`config.mk`:
```
export PLATFORM = sky130hd
export DESIGN_NAME = fc_tx_framer_flat
export DESIGN_NICKNAME = d
export VERILOG_FILES = /design/src/rtl/fc_tx_framer_if.sv /design/src/rtl/fc_tx_framer.sv /design/src/flat_wrapper.sv
export SDC_FILE = /design/constraint.sdc
export NUM_CORES = 1
export LEC_CHECK = 0
export CORE_MARGIN = 2
export CORE_UTILIZATION = 30
export DETAILED_ROUTE_END_ITERATION = 6
export PLACE_DENSITY_LB_ADDON = 0.15
export SYNTH_ARGS = -nofsm -noshare
export SYNTH_HDL_FRONTEND = slang
export SYNTH_SLANG_ARGS = --single-unit
```
`constraint.sdc`:
```
create_clock -name clk -period 3.3 [get_ports clk]
set_clock_uncertainty 0.2 [all_clocks]
set_input_delay 0.33 -clock clk [delete_from_list [all_inputs] [get_ports clk]]
set_output_delay 0.33 -clock clk [all_outputs]
set_load 0.05 [all_outputs]
```
`src/rtl/fc_tx_framer_if.sv`:
```
// Interface bundling the frame input, link control and transmit stream
// signals of fc_tx_framer. The framer uses the slave modport; the
// upstream/transceiver side (or a bench) uses the master modport.
interface fc_tx_framer_if;
   logic [31:0] in_data;
   logic        in_valid;
   logic        in_ready;
   logic        in_sop;
   logic        in_eop;
   logic        in_sof_sel;
   logic        in_eof_sel;
   logic [2:0]  link_state;
   logic        rrdy_req;
   logic [35:0] out_data;
   logic        out_valid;
   logic        out_ready;
   logic        underrun;

   modport master (
      output in_data, in_valid, in_sop, in_eop, in_sof_sel, in_eof_sel,
      output link_state, rrdy_req, out_ready,
      input  in_ready, out_data, out_valid, underrun
   );

   modport slave (
      input  in_data, in_valid, in_sop, in_eop, in_sof_sel, in_eof_sel,
      input  link_state, rrdy_req, out_ready,
      output in_ready, out_data, out_valid, underrun
   );
endinterface

```
`src/rtl/fc_tx_framer.sv`:
```
// Fibre Channel 8G transmit framer: wraps upstream frames in SOF/EOF
// delimiters, fills gaps with IDLE/R_RDY honouring a minimum fill count,
// and replaces the stream with link primitives on override.
// Optional statistics counters are enabled by defining FC_TX_STATS_EN.
module fc_tx_framer #(
   parameter int unsigned MIN_FILL   = 6,
   parameter int unsigned MAX_WORDS  = 535,
   parameter int unsigned RRDY_CNT_W = 8
) (
   input  logic          clk,
   input  logic          reset_n,
   fc_tx_framer_if.slave bus
`ifdef FC_TX_STATS_EN
   ,
   output logic [31:0]   stat_frames,
   output logic [31:0]   stat_aborts,
   output logic [31:0]   stat_rrdy
`endif
);

   localparam int unsigned FILL_W = $clog2(MIN_FILL + 1);
   localparam int unsigned WCNT_W = $clog2(MAX_WORDS + 1);
   localparam logic [FILL_W-1:0] MIN_FILL_C = FILL_W'(MIN_FILL);
   localparam logic [WCNT_W-1:0] MAX_WORDS_C = WCNT_W'(MAX_WORDS);

   localparam logic [35:0] W_IDLE  = {4'b1000, 32'hBC95_B5B5};
   localparam logic [35:0] W_RRDY  = {4'b1000, 32'hBC95_4A4A};
   localparam logic [35:0] W_NOS   = {4'b1000, 32'hBC55_BF45};
   localparam logic [35:0] W_OLS   = {4'b1000, 32'hBC35_8A55};
   localparam logic [35:0] W_LR    = {4'b1000, 32'hBC49_BF49};
   localparam logic [35:0] W_LRR   = {4'b1000, 32'hBC35_DF49};
   localparam logic [35:0] W_SOFI3 = {4'b1000, 32'hBCB5_5656};
   localparam logic [35:0] W_SOFN3 = {4'b1000, 32'hBCB5_3636};
   localparam logic [35:0] W_EOFN  = {4'b1000, 32'hBC95_D5D5};
   localparam logic [35:0] W_EOFT  = {4'b1000, 32'hBC95_7575};
   localparam logic [35:0] W_EOFA  = {4'b1000, 32'hBC95_F5F5};

   typedef enum logic [2:0] {
      ST_LINK    = 3'd0,
      ST_FILL    = 3'd1,
      ST_SOF     = 3'd2,
      ST_DATA    = 3'd3,
      ST_EOF     = 3'd4,
      ST_DISCARD = 3'd5
   } state_t;

   state_t                state_q, state_d;
   logic [FILL_W-1:0]     fill_q, fill_d, fill_inc_s;
   logic [WCNT_W-1:0]     wcnt_q, wcnt_d;
   logic [RRDY_CNT_W-1:0] rrdy_q, rrdy_d;
   logic                  eof_sel_q, eof_sel_d;
   logic [35:0]           out_data_q, word_d;
   logic                  out_valid_q;
   logic                  underrun_q, underrun_d;
   logic                  in_ready_s;
   logic                  ovr_s;
   logic                  emit_rrdy_s;
   logic [35:0]           link_word_s;

   // out_ready low is handled exactly like a NOS request
   assign ovr_s      = (bus.link_state != 3'd0) || !bus.out_ready;
   assign fill_inc_s = (fill_q == MIN_FILL_C) ? fill_q : fill_q + 1'b1;

   assign bus.in_ready  = in_ready_s;
   assign bus.out_data  = out_data_q;
   assign bus.out_valid = out_valid_q;
   assign bus.underrun  = underrun_q;

   // Link primitive selected by link_state (NOS when transceiver not ready)
   always_comb begin
      link_word_s = W_NOS;
      if (!bus.out_ready) begin
         link_word_s = W_NOS;
      end else begin
         case (bus.link_state)
            3'd2:    link_word_s = W_OLS;
            3'd3:    link_word_s = W_LR;
            3'd4:    link_word_s = W_LRR;
            default: link_word_s = W_NOS;
         endcase
      end
   end

   // Framer FSM: next state, word selection, handshake and abort pulse
   always_comb begin
      state_d     = state_q;
      fill_d      = fill_q;
      wcnt_d      = wcnt_q;
      eof_sel_d   = eof_sel_q;
      word_d      = W_IDLE;
      underrun_d  = 1'b0;
      in_ready_s  = 1'b0;
      emit_rrdy_s = 1'b0;
      case (state_q)
         ST_LINK: begin
            word_d = link_word_s;
            fill_d = '0;
            if (ovr_s) begin
               state_d = ST_LINK;
            end else begin
               state_d = ST_FILL;
            end
         end
         ST_FILL: begin
            if (ovr_s) begin
               word_d  = link_word_s;
               fill_d  = '0;
               state_d = ST_LINK;
            end else begin
               if (rrdy_q != '0) begin
                  word_d      = W_RRDY;
                  emit_rrdy_s = 1'b1;
               end else begin
                  word_d = W_IDLE;
               end
               fill_d = fill_inc_s;
               if (bus.in_valid && bus.in_sop && (fill_inc_s == MIN_FILL_C)) begin
                  state_d = ST_SOF;
               end else if (bus.in_valid && !bus.in_sop) begin
                  // stray mid-packet word outside a frame: drop it
                  in_ready_s = 1'b1;
                  underrun_d = 1'b1;
               end else begin
                  state_d = ST_FILL;
               end
            end
         end
         ST_SOF: begin
            if (ovr_s) begin
               word_d     = W_EOFA;
               underrun_d = 1'b1;
               fill_d     = '0;
               state_d    = ST_DISCARD;
            end else begin
               word_d  = bus.in_sof_sel ? W_SOFN3 : W_SOFI3;
               wcnt_d  = '0;
               state_d = ST_DATA;
            end
         end
         ST_DATA: begin
            if (ovr_s) begin
               word_d     = W_EOFA;
               underrun_d = 1'b1;
               fill_d     = '0;
               state_d    = ST_DISCARD;
            end else begin
               in_ready_s = 1'b1;
               if (wcnt_q == MAX_WORDS_C) begin
                  // overlength: the word offered now is swallowed by the abort
                  word_d     = W_EOFA;
                  underrun_d = 1'b1;
                  fill_d     = '0;
                  if (bus.in_valid && bus.in_eop) begin
                     state_d = ST_FILL;
                  end else begin
                     state_d = ST_DISCARD;
                  end
               end else if (bus.in_valid) begin
                  word_d = {4'b0000, bus.in_data};
                  wcnt_d = wcnt_q + 1'b1;
                  if (bus.in_eop) begin
                     eof_sel_d = bus.in_eof_sel;
                     state_d   = ST_EOF;
                  end else begin
                     state_d = ST_DATA;
                  end
               end else begin
                  word_d     = W_EOFA;
                  underrun_d = 1'b1;
                  fill_d     = '0;
                  state_d    = ST_DISCARD;
               end
            end
         end
         ST_EOF: begin
            if (ovr_s) begin
               word_d     = W_EOFA;
               underrun_d = 1'b1;
               fill_d     = '0;
               state_d    = ST_LINK;
            end else begin
               word_d  = eof_sel_q ? W_EOFT : W_EOFN;
               fill_d  = '0;
               state_d = ST_FILL;
            end
         end
         ST_DISCARD: begin
            in_ready_s = 1'b1;
            if (ovr_s) begin
               word_d = link_word_s;
               fill_d = '0;
            end else begin
               word_d = W_IDLE;
               fill_d = fill_inc_s;
            end
            if (bus.in_valid && bus.in_eop) begin
               state_d = ovr_s ? ST_LINK : ST_FILL;
            end else begin
               state_d = ST_DISCARD;
            end
         end
         default: begin
            word_d  = W_NOS;
            fill_d  = '0;
            state_d = ST_LINK;
         end
      endcase
   end

   // Pending R_RDY count: saturating, request and emission together cancel
   always_comb begin
      rrdy_d = rrdy_q;
      if (bus.rrdy_req && emit_rrdy_s) begin
         rrdy_d = rrdy_q;
      end else if (bus.rrdy_req && (rrdy_q != {RRDY_CNT_W{1'b1}})) begin
         rrdy_d = rrdy_q + 1'b1;
      end else if (emit_rrdy_s) begin
         rrdy_d = rrdy_q - 1'b1;
      end else begin
         rrdy_d = rrdy_q;
      end
   end

   // State, counters and registered output stream
   always_ff @(posedge clk or negedge reset_n) begin
      if (!reset_n) begin
         state_q     <= ST_LINK;
         fill_q      <= '0;
         wcnt_q      <= '0;
         rrdy_q      <= '0;
         eof_sel_q   <= 1'b0;
         out_data_q  <= W_NOS;
         out_valid_q <= 1'b0;
         underrun_q  <= 1'b0;
      end else begin
         state_q     <= state_d;
         fill_q      <= fill_d;
         wcnt_q      <= wcnt_d;
         rrdy_q      <= rrdy_d;
         eof_sel_q   <= eof_sel_d;
         out_data_q  <= word_d;
         out_valid_q <= 1'b1;
         underrun_q  <= underrun_d;
      end
   end

`ifdef FC_TX_STATS_EN
   // Wrapping counters of emitted frame ends, aborts and R_RDYs
   always_ff @(posedge clk or negedge reset_n) begin
      if (!reset_n) begin
         stat_frames <= 32'd0;
         stat_aborts <= 32'd0;
         stat_rrdy   <= 32'd0;
      end else begin
         if ((word_d == W_EOFN) || (word_d == W_EOFT)) begin
            stat_frames <= stat_frames + 32'd1;
         end
         if (word_d == W_EOFA) begin
            stat_aborts <= stat_aborts + 32'd1;
         end
         if (emit_rrdy_s) begin
            stat_rrdy <= stat_rrdy + 32'd1;
         end
      end
   end
`endif

endmodule

```
`src/flat_wrapper.sv`:
```
// flat-port wrapper written by rule: the top's interface ports become plain ports
module fc_tx_framer_flat 
#(
   parameter int unsigned MIN_FILL   = 6,
   parameter int unsigned MAX_WORDS  = 535,
   parameter int unsigned RRDY_CNT_W = 8
)
  (clk, reset_n, bus_in_data, bus_in_valid, bus_in_sop, bus_in_eop, bus_in_sof_sel, bus_in_eof_sel, bus_link_state, bus_rrdy_req, bus_out_ready, bus_in_ready, bus_out_data, bus_out_valid, bus_underrun);
  fc_tx_framer_if bus_i ();
  input  logic clk;
  input  logic reset_n;
  input wire logic [$bits(bus_i.in_data)-1:0] bus_in_data;
  input wire logic [$bits(bus_i.in_valid)-1:0] bus_in_valid;
  input wire logic [$bits(bus_i.in_sop)-1:0] bus_in_sop;
  input wire logic [$bits(bus_i.in_eop)-1:0] bus_in_eop;
  input wire logic [$bits(bus_i.in_sof_sel)-1:0] bus_in_sof_sel;
  input wire logic [$bits(bus_i.in_eof_sel)-1:0] bus_in_eof_sel;
  input wire logic [$bits(bus_i.link_state)-1:0] bus_link_state;
  input wire logic [$bits(bus_i.rrdy_req)-1:0] bus_rrdy_req;
  input wire logic [$bits(bus_i.out_ready)-1:0] bus_out_ready;
  output wire logic [$bits(bus_i.in_ready)-1:0] bus_in_ready;
  output wire logic [$bits(bus_i.out_data)-1:0] bus_out_data;
  output wire logic [$bits(bus_i.out_valid)-1:0] bus_out_valid;
  output wire logic [$bits(bus_i.underrun)-1:0] bus_underrun;
  assign bus_i.in_data = bus_in_data;
  assign bus_i.in_valid = bus_in_valid;
  assign bus_i.in_sop = bus_in_sop;
  assign bus_i.in_eop = bus_in_eop;
  assign bus_i.in_sof_sel = bus_in_sof_sel;
  assign bus_i.in_eof_sel = bus_in_eof_sel;
  assign bus_i.link_state = bus_link_state;
  assign bus_i.rrdy_req = bus_rrdy_req;
  assign bus_i.out_ready = bus_out_ready;
  assign bus_in_ready = bus_i.in_ready;
  assign bus_out_data = bus_i.out_data;
  assign bus_out_valid = bus_i.out_valid;
  assign bus_underrun = bus_i.underrun;
  fc_tx_framer #(.MIN_FILL(MIN_FILL), .MAX_WORDS(MAX_WORDS), .RRDY_CNT_W(RRDY_CNT_W)) u_core (.clk(clk), .reset_n(reset_n), .bus(bus_i));
endmodule
```
# ---- Yosys cells after proc, flatten, opt, wreduce, memory -nomap -nowiden
# Index checks and enable logic that the tools add are counted.
dict set report word_totals {
  n_memories 0
  inputBits 44
  out_inout_bits 39
  wordCells 107
  mem_bits_rw 0
  rom_bits 0
  latch_bits 0
  reg_bits 63
}
dict set report op_classes {
  n_lt_le_gt_ge 0
  n_bitwise 3
  shift 0
  reduce_logical 21
  div 0
  eq_ne 19
  multipliers 0
  add_sub_neg 4
  n_mux 52
}
# op n
set op_table {}
lappend op_table {{2-to-1 mux 36 bit} 7}
lappend op_table {{one-hot mux 36 bit (6 select lines)} 1}
lappend op_table {{one-hot mux 23 bit (3 select lines)} 1}
lappend op_table {{2-to-1 mux 3 bit} 16}
lappend op_table {{2-to-1 mux 10 bit} 4}
lappend op_table {{2-to-1 mux 16 bit} 2}
lappend op_table {{2-to-1 mux 23 bit} 1}
lappend op_table {{one-hot mux 10 bit (2 select lines)} 1}
lappend op_table {{2-to-1 mux 8 bit} 2}
lappend op_table {{equality test 3 bit, second input constant} 5}
lappend op_table {{2-to-1 mux 15 bit} 1}
lappend op_table {{one-hot mux 3 bit (5 select lines)} 1}
lappend op_table {{equality test 3 x 2 -> 1 bit, second input constant} 4}
lappend op_table {{2-to-1 mux 1 bit} 12}
lappend op_table {{adder 10 x 1 -> 10 bit, second input constant} 1}
lappend op_table {{equality test 10 bit, second input constant} 1}
lappend op_table {{AND reduction 5 bit} 2}
lappend op_table {{one-hot mux 3 bit (3 select lines)} 1}
lappend op_table {{adder 8 x 1 -> 8 bit, second input constant} 1}
lappend op_table {{inequality test 2 bit, second input constant} 4}
lappend op_table {{inequality test 4 x 2 -> 1 bit, second input constant} 2}
lappend op_table {{inequality test 8 bit, second input constant} 1}
lappend op_table {{nonzero test 8 bit} 1}
lappend op_table {{subtractor 8 x 1 -> 8 bit, second input constant} 1}
lappend op_table {{other kinds (13)} 26}

# ---- Logic depth before layout (Yosys ltp)
# Gate-level depths: netlist of run 1.
dict set report depth {
  depth_word 7
  depth_mapped 8
  ltp_nobuf 8
}

# ---- Worst setup path after synthesis of run 1
# No wires, ideal clock.
dict set report synth_path {
  kind {register -> register}
  start {register u_core.rrdy_q[0]}
  end {register u_core.rrdy_q[6]}
  setup_slack_ns 0.548
  synth_period_minus_slack_ns 2.752
  required_time_ns 2.975
  path_buffers 0
  path_stages_with_launch 9
  arrival_ns 2.427
  setup_ns 0.125
  cell_sequence {dfrtp_1 -> nand4_1 -> o21ai_1 -> ha_1 -> a21o_1 -> a221o_1 -> a21oi_1 -> xnor2_1 -> mux2_4}
}
dict set report synth_via {
  elab_chain_len 7
  elab_cells_between_ends 14
  cone_classes {add/sub: 2; eq/ne: 1; mux: 5; bitwise: 1; reduce/logical: 5}
}
# item line_no
set synth_lines {}
lappend synth_lines {{from (decl)} fc_tx_framer.sv:50} ;# logic [RRDY_CNT_W-1:0] rrdy_q, rrdy_d;
lappend synth_lines {{from (signal assigned)} fc_tx_framer.sv:239} ;# rrdy_q <= rrdy_d;
lappend synth_lines {{parallel branches: the longest is 7 deep, another holds subtractor 8 x 1 -> 8 bit} --}
# Parallel ways; which one is timed is not known. The select of a mux whose other input is x is not followed.
# A chain may end at the register's enable or synchronous reset.

# ---- Worst setup path in the final report of run 1
dict set report layout_path {
  start {register u_core.rrdy_q[0]}
  end {register u_core.rrdy_q[7]}
}
# Same word-level chain as after synthesis.

==> qor.csv, run 1 <==
metric,value,unit
via_per_inst,4.95,
grt_antenna_before_repair,0,
layout_common_cells,"clkdlybuf4s50_1 (77), dfrtp_1 (40), nand2_1 (33)",
avgSynthCellArea,9.74,µm²
syn-cell-area,3350,µm²
cpMaxStageDelayCell,dfrtp_1,
ioPinCount,83,
setup.worst_path.class,register to register,
slew_violations,0,
overflow,0,
path_buf_inv,1,
p_per_area,467,nW/µm²
drc_errors,0,
hp-class,input pin to register,
cpLargestDelayFamily,compound AO/OA/AOI/OAI gates,
gp_congestion,0.825,
cts_root_buf,clkbuf_8,
post_cts_resized,0,
cp-end-kind,register,
synth_top_cell_by_area,dfrtp_1,
worst_setup_path_start_kind,register,
drive_above_1_share,14.5,%
drt-initial-drc-count,79,
fillCellCount,1120,
final_common_cell,clkdlybuf4s50_1,
min_period,2.82,ns
ir_drop,179,µV
cts_buffers,9,
yosysSeqAreaShare,45.6,%
dp_cells,558,
htree_levels,3,
grt_max_degree,61,
row_count,38,
yosysWarnings,0,
min_path_cells,2,
core,10900,µm²
grt_pass1_vias,2876,
ant_nets,0,
worstPathArrival,2.89,ns
multi_input_area,1700,µm²
finalCritPeriodShare,85.5,%
regArea,1530,µm²
dr.pass1.iters,4,
synth_seq_cells,60,
worstSkewPairLatency,0.35,ns
drv_cap,0,
cts_tree,yes,
synth_ff_type,dfrtp_1,
crit_fanout,6,
grt.total_usage,15.6,%
die_y,110,µm
area.growth.synth_to_final,36.0,%
setup_violations,0,
clk_path_buf_depth,2,
max_freq,354,MHz
die_x,110,µm
fin_cells,575,
relSlewSlack,50.1,%
synth_cells,344,
wl_per_cell,15.3,µm
clk_pin_slew_worst_paths,0.07,ns
rsz0062_at_grt,false,
cts_sinks,60,
hpwl,6520,µm
wirelength,8790,µm
fin_tns_setup,0,ns
slowest_delay,0.49,ns
reg2reg_slack,0.48,ns
start_util,30.8,%
synth_edf_count,0,
r2r-end,u_core.rrdy_q[7],
synth_top_cell_area_share,29.9,%
hp-start,bus_in_data[26],
portBuffers,79,
crit_chain,"nand4_1, o21ai_1, buf_4, ha_1, a211oi_1, o21ai_0, o31ai_1, mux2i_1, xnor2_1",
via_count,2846,
grt_first_pass_wirelength,14300,µm
min_to,u_core.bus.out_data[26],
p_leak,1.85,nW
finalNetCount,484,
synthArstFlopShare,100,%
r2r_start,u_core.rrdy_q[0],
critical_path_required,3.37,ns
rr_worst_depth,9,
ys_top_cells_by_area,"dfrtp_1 (30%), dfstp_2 (16%), a21oi_1 (3.7%)",
tightest_slew,0.749,ns
dieArea,12000,µm²
diodes,0,
yosys.cell_types.count,67,
crit_cells,9,
hold_viol_final,0,
status,finished clean,
[final cells by class]
class,count,area share (%)
multi-input combinational,257,37.2
timing repair buffer,94,20.0
clock inverter,4,1.59
sequential,60,33.5
tap,140,3.84
clock buffer,12,3.18
inverter,8,0.659
[metrics by stage]
stage          util [%]  setup slack [ns]  hold WS, ns  area (µm²)  power, mW
6_report           41.9             0.477        0.306        4560       2.13
4_1_cts            41.9             0.448        0.289        4560       2.16
2_1_floorplan         -             0.548       -0.166        3360       1.24
3_3_place_gp       39.8             0.396        0.301        4330       1.41
3_5_place_dp       39.8             0.311        0.305        4330       1.41
5_1_grt            41.9             0.142        0.300        4560       2.26
[cell usage after synthesis (5+ instances only)]
library cell,n
dfrtp_1,40
nand2_1,33
a21oi_1,25
nor2_1,21
dfstp_2,20
o21ai_0,15
clkbuf_1,14
o21ai_1,13
nand2b_1,11
and2_1,9
ha_1,9
nor2b_1,8
nand3_1,7
xnor2_1,7
inv_1,6
a21o_1,5
[kinds of logic after synthesis]
family	after synthesis	share of synthesized area, %
other	2	0.224
xor gates and xnor gates	10	2.61
and+or+nand+nor	128	21.4
DFF	60	45.6
buffers and inverters	29	4.00
adders and majority gates	10	3.96
muxes	6	2.65
AOI/OAI and AO/OA	99	19.6
[flip-flops by register name, summed over array words and instances, names as in the netlist]
name,cells
u_core.fill_q,3
u_core.wcnt_q,10
u_core.bus.underrun,1
u_core.rrdy_q,8
u_core.bus.out_valid,1
u_core.state_q,3
u_core.bus.out_data,33
u_core.eof_sel_q,1
[worst max-delay path by stage]
stage	to	startpoint	slack (ns)
after global placement	u_core.rrdy_q[6]	bus_rrdy_req	0.40
final	u_core.rrdy_q[7]	u_core.rrdy_q[0]	0.48
after CTS	u_core.rrdy_q[7]	u_core.rrdy_q[0]	0.45
after detailed placement	u_core.rrdy_q[6]	bus_rrdy_req	0.31
after floorplan	u_core.rrdy_q[6]	u_core.rrdy_q[0]	0.55
after global routing	u_core.rrdy_q[7]	u_core.rrdy_q[0]	0.14
[power by group]
part	internal (mW)	switching, mW
Clock	0.445	0.289
Combinational	0.274	0.250
Sequential	0.799	0.0718
[routing by layer]
metal | GRT usage (%) | routed length (µm) | vias up
li1 | - | - | 1407
met1 | 19.3 | 3880 | 1362
met2 | 25.9 | 4320 | 64
met3 | 4.21 | 428 | 13
met4 | 5.61 | 166 | 0
met5 | 0 | 0 | -
[timing repair]
action,4_1_cts,5_1_grt
hold endpoints to repair,40,0
hold buffers,1,0
endpoints found under the setup margin,0,0
setup buffers,0,0
Note: power is estimated with default switching activity, not from simulation.
==> run 2: changes to the inputs <==
--- a/config.mk
+++ b/config.mk
@@ -7,8 +7,10 @@
 export LEC_CHECK = 0
 export CORE_MARGIN = 2
 export CORE_UTILIZATION = 30
+export CTS_BUF_LIST = sky130_fd_sc_hd__clkbuf_8
 export DETAILED_ROUTE_END_ITERATION = 6
 export PLACE_DENSITY_LB_ADDON = 0.15
+export SKIP_LAST_GASP = 1
 export SYNTH_ARGS = -nofsm -noshare
 export SYNTH_HDL_FRONTEND = slang
 export SYNTH_SLANG_ARGS = --single-unit
==> qor.csv, run 2 (synthesis results as in run 1) <==
metric,value,unit
hold_viol_final,0,
finalPower,2.12,mW
clk_path_buf_depth,2,
ioPinCount,83,
relSlewSlack,50.1,%
status,finished clean,
max_freq,354,MHz
grt_antenna_before_repair,0,
cts_buffers,9,
slew_violations,0,
top_layer_used,met4,
p_per_area,466,nW/µm²
diodes,0,
row_count,38,
hp-class,input pin to register,
ant_nets,0,
die_x,110,µm
finalNetCount,484,
via_count,2848,
core,10900,µm²
design_area,4560,µm²
fin_tns_setup,0,ns
drc_errors,0,
clk_pin_slew_worst_paths,0.07,ns
dieArea,12000,µm²
dr.pass1.iters,4,
grt_max_degree,61,
hpwl,6520,µm
via_per_inst,4.95,
post_cts_resized,0,
worstPathArrival,2.89,ns
worstSkewPairLatency,0.35,ns
cts_root_buf,clkbuf_8,
setup_violations,0,
wirelength,8790,µm
ir_drop,179,µV
finish.utilization,41.9,%
finalCritPeriodShare,85.5,%
drv_cap,0,
p_leak,1.86,nW
drive_above_1_share,14.5,%
crit_fanout,6,
whs,0.306,ns
grt_pass1_vias,2876,
m1WireLength,3900,µm
post_dp_cell_area,4330,µm²
grt_first_pass_wirelength,14300,µm
rsz0062_at_grt,false,
critical_path_required,3.37,ns
cts_tree,yes,
tightest_slew,0.749,ns
wl_per_cell,15.3,µm
final_common_cell,clkdlybuf4s50_1,
area.growth.synth_to_final,36.0,%
largest_reg_flops,33,
overflow,0,
drt-initial-drc-count,79,
setup.worst_path.class,register to register,
cp-end-kind,register,
layout_common_cells,"clkdlybuf4s50_1 (77), dfrtp_1 (40), nand2_1 (33)",
met3_length,396,µm
die_y,110,µm
portBuffers,79,
min_period,2.82,ns
htree_levels,3,
gp_congestion,0.825,
wl_met2,4320,µm
start_util,30.8,%
worst_setup_path_start_kind,register,
grt.total_usage,15.6,%
cts_sinks,60,
run 2: cell count changes in the layout (fill, tap and decap cells not counted), sizes merged:
| cell | previous run | this run |
|---|---|---|
| inv | 7 | 9 |
| clkbuf | 12 | 10 |
run 2: worst max-delay path: stages (launching register included):
cell and delay, ns:
dfrtp_1 0.49, nand4_1 0.13, o21ai_1 0.39, buf_4 0.23, ha_1 0.25, a211oi_1 0.20, o21ai_0 0.18, o31ai_1 0.29
mux2i_1 0.25, xnor2_1 0.13
run 2: area by class of cell:
class	count	area (µm²)
Multi-Input combinational cell	257	1700
Clock inverter	6	80.1
Inverter	8	30.0
Clock buffer	10	138
Timing Repair Buffer	94	911
Fill cell	1120	6330
Sequential cell	60	1530
Tap cell	140	175
run 2: final timing paths:
kind                                           endpoint        startpoint  cells past startpoint  slack [ns]
worst max-delay path                   u_core.rrdy_q[7]  u_core.rrdy_q[0]                      9        0.48
worst min-delay path            u_core.bus.out_data[26]   bus_in_data[26]                      2        0.31
worst max register to register         u_core.rrdy_q[7]  u_core.rrdy_q[0]                      9        0.48
worst min register to register         u_core.wcnt_q[0]  u_core.wcnt_q[0]                      1        0.32
max in group asynchronous              u_core.rrdy_q[1]           reset_n                      3        1.93
min in group asynchronous          u_core.bus.out_valid           reset_n                      3        0.48
run 2: what timing repair did:
action                                 CTS  global route
hold buffers                             1             0
buffers inserted                         0             0
endpoints found under the hold margin   40             0
run 2: routing by layer:
layer / track usage (%) / up-vias
met5: 0 / -
met4: 5.61 / 0
met3: 4.21 / 14
met2: 25.9 / 62
met1: 19.3 / 1364
li1: - / 1408
run 2: report_power, final:
group | switching [mW] | internal (mW) | total, mW
clock | 0.290 | 0.439 | 0.728
sequential | 0.0718 | 0.799 | 0.871
combinational | 0.250 | 0.274 | 0.524
total | 0.611 | 1.51 | 2.12
run 2: through the flow:
stage / setup WS [ns] / std cells
after CTS: 0.448 / 575
after global placement: 0.396 / 558
final: 0.477 / 575
after detailed placement: 0.311 / 558
after global routing: 0.141 / 575
after floorplan: 0.548 / 346
==> run 3: changes to the inputs <==
--- a/config.mk
+++ b/config.mk
@@ -8,6 +8,7 @@
 export CORE_MARGIN = 2
 export CORE_UTILIZATION = 30
 export CTS_BUF_LIST = sky130_fd_sc_hd__clkbuf_8
+export CTS_CLUSTER_SIZE = 8
 export DETAILED_ROUTE_END_ITERATION = 6
 export PLACE_DENSITY_LB_ADDON = 0.15
 export SKIP_LAST_GASP = 1
==> results of run 3 <==
Final layout, timing and power as in run 2 (identical DEF).
